==> src/rtl/timer_ctrl_pkg.sv <==
// rtl/timer_ctrl_pkg.sv - shared encodings for the timer controller
package timer_ctrl_pkg;
  localparam logic [1:0] IDLE  = 2'd0;
  localparam logic [1:0] ARMED = 2'd1;
  localparam logic [1:0] RUN   = 2'd2;
  localparam logic [1:0] DONE  = 2'd3;

  localparam logic MODE_ONESHOT  = 1'b0;
  localparam logic MODE_PERIODIC = 1'b1;

  localparam logic DIR_UP   = 1'b0;
  localparam logic DIR_DOWN = 1'b1;
endpackage

==> src/rtl/timer_ctrl_if.sv <==
// rtl/timer_ctrl_if.sv - configuration handshake between front end and timer
interface timer_ctrl_if #(parameter int N = 8);
  logic         cfg_valid;
  logic         cfg_ready;
  logic [N-1:0] cfg_load;
  logic         cfg_mode;
  logic         cfg_dir;

  modport master (output cfg_valid, cfg_load, cfg_mode, cfg_dir, input cfg_ready);
  modport slave  (input cfg_valid, cfg_load, cfg_mode, cfg_dir, output cfg_ready);
endinterface

==> src/rtl/timer_ctrl_updown_counter.sv <==
// rtl/timer_ctrl_updown_counter.sv - loadable up/down counter, load beats enable
module updown_counter #(
  parameter int N = 8
) (
  input  logic         clk,
  input  logic         reset_n,
  input  logic         en,
  input  logic         dir,
  input  logic         load,
  input  logic [N-1:0] load_val,
  output logic [N-1:0] q
);
  import timer_ctrl_pkg::*;

  always_ff @(posedge clk or negedge reset_n) begin
    if (!reset_n) begin
      q <= '0;
    end else if (load) begin
      q <= load_val;
    end else if (en) begin
      q <= (dir == DIR_DOWN) ? q - N'(1) : q + N'(1);
    end
  end
endmodule

==> src/rtl/timer_ctrl.sv <==
// rtl/timer_ctrl.sv - timer sequencer: config latch, FSM, terminal compare
module timer_ctrl #(
  parameter int N = 8
) (
  input  logic         clk,
  input  logic         reset_n,
  timer_ctrl_if.slave  cfg,
  input  logic         start,
  input  logic         stop,
  output logic [N-1:0] count,
  output logic         busy,
  output logic         tick,
  output logic         done
);
  import timer_ctrl_pkg::*;

  logic [1:0]   state, state_nx;
  logic [N-1:0] load_r;
  logic         mode_r, dir_r;
  logic         cfg_take, at_term;
  logic         cnt_load, cnt_en;
  logic [N-1:0] cnt_val, start_val, term_val, new_start;

  assign cfg.cfg_ready = (state == IDLE) || (state == DONE);
  assign cfg_take      = cfg.cfg_valid && cfg.cfg_ready && !stop;

  assign start_val = (dir_r == DIR_DOWN) ? load_r : '0;
  assign term_val  = (dir_r == DIR_DOWN) ? '0 : load_r;
  assign new_start = (cfg.cfg_dir == DIR_DOWN) ? cfg.cfg_load : '0;
  assign at_term   = (count == term_val);

  assign busy = (state == RUN);
  assign tick = busy && at_term;
  assign done = (state == DONE);

  // stop > cfg accept > start > counting/terminal
  always_comb begin
    state_nx = state;
    cnt_load = 1'b0;
    cnt_en   = 1'b0;
    cnt_val  = start_val;
    if (stop) begin
      state_nx = IDLE;
      cnt_load = 1'b1;
      cnt_val  = '0;
    end else if (cfg_take) begin
      state_nx = ARMED;
      cnt_load = 1'b1;
      cnt_val  = new_start;
    end else begin
      case (state)
        ARMED: if (start) state_nx = RUN;
        RUN: begin
          if (at_term) begin
            if (mode_r == MODE_ONESHOT) state_nx = DONE;
            else                        cnt_load = 1'b1;
          end else begin
            cnt_en = 1'b1;
          end
        end
        DONE: begin
          if (start) begin
            state_nx = RUN;
            cnt_load = 1'b1;
          end
        end
        default: ;
      endcase
    end
  end

  always_ff @(posedge clk or negedge reset_n) begin
    if (!reset_n) begin
      state  <= IDLE;
      load_r <= '0;
      mode_r <= MODE_ONESHOT;
      dir_r  <= DIR_UP;
    end else begin
      state <= state_nx;
      if (cfg_take) begin
        load_r <= cfg.cfg_load;
        mode_r <= cfg.cfg_mode;
        dir_r  <= cfg.cfg_dir;
      end
    end
  end

  updown_counter #(.N(N)) u_cnt (
    .clk      (clk),
    .reset_n  (reset_n),
    .en       (cnt_en),
    .dir      (dir_r),
    .load     (cnt_load),
    .load_val (cnt_val),
    .q        (count)
  );
endmodule

==> src/flat_wrapper.sv <==
// flat-port wrapper written by rule: the top's interface ports become plain ports
module timer_ctrl_flat import timer_ctrl_pkg::*;
#(
  parameter int N = 8
)
  (clk, reset_n, start, stop, count, busy, tick, done, cfg_cfg_valid, cfg_cfg_load, cfg_cfg_mode, cfg_cfg_dir, cfg_cfg_ready);
  timer_ctrl_if #(.N(N)) cfg_i ();
  input  logic clk;
  input  logic reset_n;
  input  logic start;
  input  logic stop;
  output logic [N-1:0] count;
  output logic busy;
  output logic tick;
  output logic done;
  input wire logic [$bits(cfg_i.cfg_valid)-1:0] cfg_cfg_valid;
  input wire logic [$bits(cfg_i.cfg_load)-1:0] cfg_cfg_load;
  input wire logic [$bits(cfg_i.cfg_mode)-1:0] cfg_cfg_mode;
  input wire logic [$bits(cfg_i.cfg_dir)-1:0] cfg_cfg_dir;
  output wire logic [$bits(cfg_i.cfg_ready)-1:0] cfg_cfg_ready;
  assign cfg_i.cfg_valid = cfg_cfg_valid;
  assign cfg_i.cfg_load = cfg_cfg_load;
  assign cfg_i.cfg_mode = cfg_cfg_mode;
  assign cfg_i.cfg_dir = cfg_cfg_dir;
  assign cfg_cfg_ready = cfg_i.cfg_ready;
  timer_ctrl #(.N(N)) u_core (.clk(clk), .reset_n(reset_n), .cfg(cfg_i), .start(start), .stop(stop), .count(count), .busy(busy), .tick(tick), .done(done));
endmodule
==> config.mk <==
export PLATFORM = sky130hd
export DESIGN_NAME = timer_ctrl_flat
export DESIGN_NICKNAME = d
export VERILOG_FILES = /design/src/rtl/timer_ctrl_pkg.sv /design/src/rtl/timer_ctrl_if.sv /design/src/rtl/timer_ctrl_updown_counter.sv /design/src/rtl/timer_ctrl.sv /design/src/flat_wrapper.sv
export SDC_FILE = /design/constraint.sdc
export NUM_CORES = 1
export LEC_CHECK = 0
export ABC_AREA = 1
export BUFFER_PORTS_ARGS = -buffer_cell sky130_fd_sc_hd__clkbuf_2
export CORE_ASPECT_RATIO = 0.7
export CORE_MARGIN = 2
export CORE_UTILIZATION = 30
export DETAILED_ROUTE_END_ITERATION = 10
export PLACE_DENSITY_LB_ADDON = 0.08
export SLEW_MARGIN = 5
export SYNTH_ARGS = -nofsm -noshare
export SYNTH_HDL_FRONTEND = slang
export SYNTH_SLANG_ARGS = --single-unit
==> constraint.sdc <==
create_clock -name clk -period 2.8 [get_ports clk]
set_clock_uncertainty 0.15 [all_clocks]
set_input_delay 0.42 -clock clk [delete_from_list [all_inputs] [get_ports clk]]
set_output_delay 0.42 -clock clk [all_outputs]
set_load 0.02 [all_outputs]
# After elaboration in Yosys (flattened, before gate mapping)
# Index checks and enable logic that the tools add are counted.
# op_classes
add_sub_neg,2
eq_ne,7
muxes,24
reduce_logical,10
# ops
operator,count
$mux 8,8
$mux 2,5
$mux 1,9
$add 8x1->8 const B,1
$eq 8x8->1,1
$ne 4x4->1 const B,2
$sub 8x1->8 const B,1
$eq 2x2->1 const B,2
$ne 4x1->1 const B,1
$pmux 2 s2,1
$reduce_and 4->1,1
$reduce_bool 4->1,1
$logic_and 1x1->1,3
$eq 2x1->1 const B,1
$logic_not 2->1,1
$pmux 1 s2,1
$reduce_bool 2->1,1
$reduce_or 2->1,1
$logic_not 1->1,1
$logic_or 1x1->1,1
# word_totals
ff_bits,20
input_bits,15
output_inout_bits,12
elab_cells,48

# Depth between registers and ports, before layout
# logic_depth
ltp_word,8
ltp_mapped,13
ltp_nobuf,13

# By module
# Synthesis repeated with hierarchy kept, for this count alone.
# hier_totals
cells_unflattened,233
area_unflattened_um2,1634.1
# modules_own_cells
mod,n_inst,cells_each,area_each_um2,seq_area_each_um2
timer_ctrl,1,139,923.4,300.3
updown_counter,1,94,710.7,200.2

# Least setup slack after synthesis
# No wires, ideal clock.
# synth_path
path_type,reg-to-output
startpoint,register u_core.dir_r
endpoint,output port tick
arrival_ps,1465
required_ps,2230
setup_slack_ps,765
stages_incl_launch_ff,9
path_buffers,1
path_cell_list,dfrtp_1 -> inv_4 -> buf_6 -> nand3_1 -> nand2_1 -> nand3_2 -> nor2_4 -> nand2_2 -> nor2_1
# synth_between
elab_chain_cells,3
# synth_rtl
element,line_no,rtl
"start, declared",timer_ctrl.sv:19,"logic mode_r, dir_r;"
"start signal, assigned",timer_ctrl.sv:83,dir_r <= cfg.cfg_dir;
$mux 8,timer_ctrl.sv:28,assign term_val = (dir_r == DIR_DOWN) ? '0 : load_r;
$eq 8x8->1,timer_ctrl.sv:30,assign at_term = (count == term_val);
$logic_and 1x1->1,timer_ctrl.sv:33,assign tick = busy && at_term;
"end, declared",flat_wrapper.sv:14,output logic tick;
# No other way between the ends.

# Worst setup path after layout
# Ends and elaborated chain as after synthesis.

==> load_flow_metrics.sql <==
INSERT INTO impl_metrics (metric_group, metric, value, unit) VALUES
('placed_design', 'place_inst', '340', ''),
('global_route', 'grt_max_degree', '21', ''),
('global_route', 'globalRoute.totalOverflow', '0', ''),
('clocking', 'post_cts_hold_buffer_count', '0', ''),
('run_status', 'violations_in_the_final_reports', 'negative hold slack', ''),
('route', 'drt-wirelength-per-cell', '13.4', 'microns'),
('clocking', 'htree_levels', '1', ''),
('setup_path', 'r2r.worst_path.cells', '11', ''),
('logic_synthesis', 'synth_seq_area_share', '0.298', ''),
('route', 'antenna_violating_nets_post_route', '0', ''),
('power', 'power.density_cell_area', '1130', 'nW/um^2'),
('sta', 'clock.fmax', '417', 'MHz'),
('final_layout', 'final_cell_count_no_fill', '343', ''),
('route', 'routed-via-count', '1614', ''),
('sta', 'final_period_minus_worst_setup_slack', '2.40', 'ns'),
('logic_synthesis', 'ys.flop_type', 'dfrtp_1', ''),
('sta', 'worst_hold_margin', '-0.0174', 'ns'),
('sta', 'setup_ws', '0.399', 'ns'),
('sta', 'maxSlewViolCount', '0', ''),
('setup_path', 'worst_r2r_endpoint', 'u_core.u_cnt.q[6]', ''),
('logic_synthesis', 'synth.net_count', '270', ''),
('logic_synthesis', 'synth.avg_cell_area', '6.88', 'sq um'),
('sta', 'setup-violations-final', '0', ''),
('setup_path', 'timing.critical_path.from_type', 'register', ''),
('route', 'routed_wl', '4610', 'microns'),
('run_status', 'run_status', 'complete, but fails checks', ''),
('setup_path', 'worstReg2RegStart', 'u_core.dir_r', ''),
('route', 'first_pass_iters', '4', ''),
('setup_path', 'worst-r2r-setup-slack', '0.69', 'ns'),
('logic_synthesis', 'most_frequent_cells_after_synthesis', 'nand2_1 (102), nand3_1 (33), dfrtp_1 (20), inv_1 (20), nor2_1 (12)', ''),
('sta', 'worst_slew_pin_slew', '0.556', 'ns'),
('placed_design', 'placement.setup.worst_slack', '0.673', 'ns'),
('clocking', 'tritoncts', 'built', ''),
('placed_design', 'number_of_input_and_output_port_buffers_inserted', '26', ''),
('run', 'cap_viol_max_count', '0', ''),
('final_layout', 'flow.area_growth_from_synthesis', '14.8', '%'),
('clocking', 'cts_resized', '0', ''),
('route', 'route.detailed.vias_per_inst', '4.71', ''),
('final_layout', 'filler_cell_count', '583', ''),
('placed_design', 'hpwlAfterDp', '3600', 'microns'),
('sta', 'slew_headroom', '0.629', ''),
('clocking', 'cts_max_path_buffers', '2', ''),
('power', 'max-vdd-ir-drop', '0.000333', 'V'),
('clocking', 'cts_buffers', '3', ''),
('die', 'design.portCount', '27', ''),
('route', 'drt_first_iter_violations', '65', ''),
('sta', 'hold_viol', '20', ''),
('logic_synthesis', 'synth_enable_flop_cells', '0', ''),
('setup_path', 'worst_ep_arrival_time', '1.83', 'ns'),
('logic_synthesis', 'netlist_area', '1680', 'sq um'),
('logic_synthesis', 'yosys_register_bits', '20', ''),
('worst_hold_path', 'hold_path_class', 'primary input to async pin', ''),
('die', 'start_util', '0.316', ''),
('logic_synthesis', 'synth_async_sr_flop_share', '1.00', ''),
('logic_synthesis', 'yosys.cell_types.count', '31', ''),
('power', 'leakagePower', '1.07', 'nW'),
('clocking', 'clk_root_buffer_cell', 'clkbuf_8', ''),
('setup_path', 'critical_path_peak_fanout', '18', ''),
('global_route', 'grt_pass1_vias', '1496', ''),
('setup_path', 'timing.setup.critical_path_class', 'register to output pin', ''),
('logic_synthesis', 'netlist_top_cells_area', 'dfrtp_1 (30%), nand2_1 (23%), nand3_1 (9.8%)', ''),
('logic_synthesis', 'yosysWarningCount', '0', ''),
('clocking', 'clock-sinks', '20', ''),
('die', 'coreArea', '5310', 'sq um'),
('die', 'die_height', '66.6', 'microns'),
('die', 'placement_row_count', '22', ''),
('logic_synthesis', 'synthCells', '244', ''),
('clocking', 'clock_latency', '0.26', 'ns'),
('logic_synthesis', 'synth_most_common_cell', 'nand2_1', ''),
('die', 'design.die.area', '6220', 'sq um'),
('placed_design', 'gp_congestion', '0.781', '');
-- routing by layer --
metal,routed length [microns],GRT usage
met2,1910,0.246
met3,227,0.0339
met1,2460,0.239
met4,20,0.0221
met5,0,0
-- worst max-delay path: stages, from the launching register on --
cell and delay (ns):
dfrtp_1 0.52, inv_4 0.23, nand3_1 0.10, nand2_1 0.09, nand3_1 0.12, nor2_4 0.15, nand2_2 0.11, nor2_1 0.10
clkbuf_2 0.17
-- power breakdown --
part	internal [W]	switching [W]	total, W
Combinational	0.000503	0.000891	0.00139
Sequential	0.000413	0.000175	0.000588
Clock	0.0000960	0.0000999	0.000196
Total	0.00101	0.00117	0.00218
-- final cells by class --
type	count	area, sq um	area share
Tap cell	72	90.1	0.0468
Multi-Input combinational cell	198	1070	0.555
Timing Repair Buffer	27	138	0.0714
Clock buffer	3	41.3	0.0214
Inverter	23	88.8	0.0461
Sequential cell	20	500	0.260
-- placed cells by master, fill, tap and decap left out, types with 2 or more instances in the layout --
master      n
nand4_1     2
nor2_4      3
nand3_4     2
o21ai_0     4
dfrtp_1    20
nor2_1     12
ha_1       10
nand2_4     2
a21oi_1     3
clkbuf_2   26
inv_1      20
nand3_2     2
inv_2       2
or2_0       2
xor2_1      3
nand2_1   102
nand3_1    33
a22oi_1     8
clkbuf_8    3
-- cells by family after synthesis --
kind of cell             share of synthesized area
adder cells (fa/ha/maj)                     0.0865
flip-flops                                   0.298
AND/OR/NAND/NOR                              0.454
AO/OA/AOI/OAI                               0.0753
XOR/XNOR                                    0.0209
buffers and inverters                       0.0649
-- state kept, by name, summed over array words and instances (netlist names) --
| register | count |
|---|---|
| u_core.state | 2 |
| u_core.load_r | 8 |
| u_core.dir_r | 1 |
| u_core.mode_r | 1 |
| u_core.u_cnt.q | 8 |
-- worst max-delay path by stage --
stage          cells after the start   end    startpoint  slack (ns)
2_1_floorplan                      8  tick  u_core.dir_r        0.76
4_1_cts                            8  tick  u_core.dir_r        0.36
3_5_place_dp                       8  tick  u_core.dir_r        0.67
5_1_grt                            8  tick  u_core.dir_r        0.27
3_3_place_gp                       9  tick  u_core.dir_r        0.68
6_report                           8  tick  u_core.dir_r        0.40
-- metrics by stage --
step                      hold slack, ns  cell area (sq um)  utilization
after global routing              0.0188               1930        0.363
after floorplan                  -0.0256               1680            -
after global placement             0.290               1890        0.355
final                            -0.0174               1930        0.363
after detailed placement           0.294               1890        0.355
after CTS                       0.000856               1930        0.363
No activity file was read; power rests on OpenSTA's default activity.
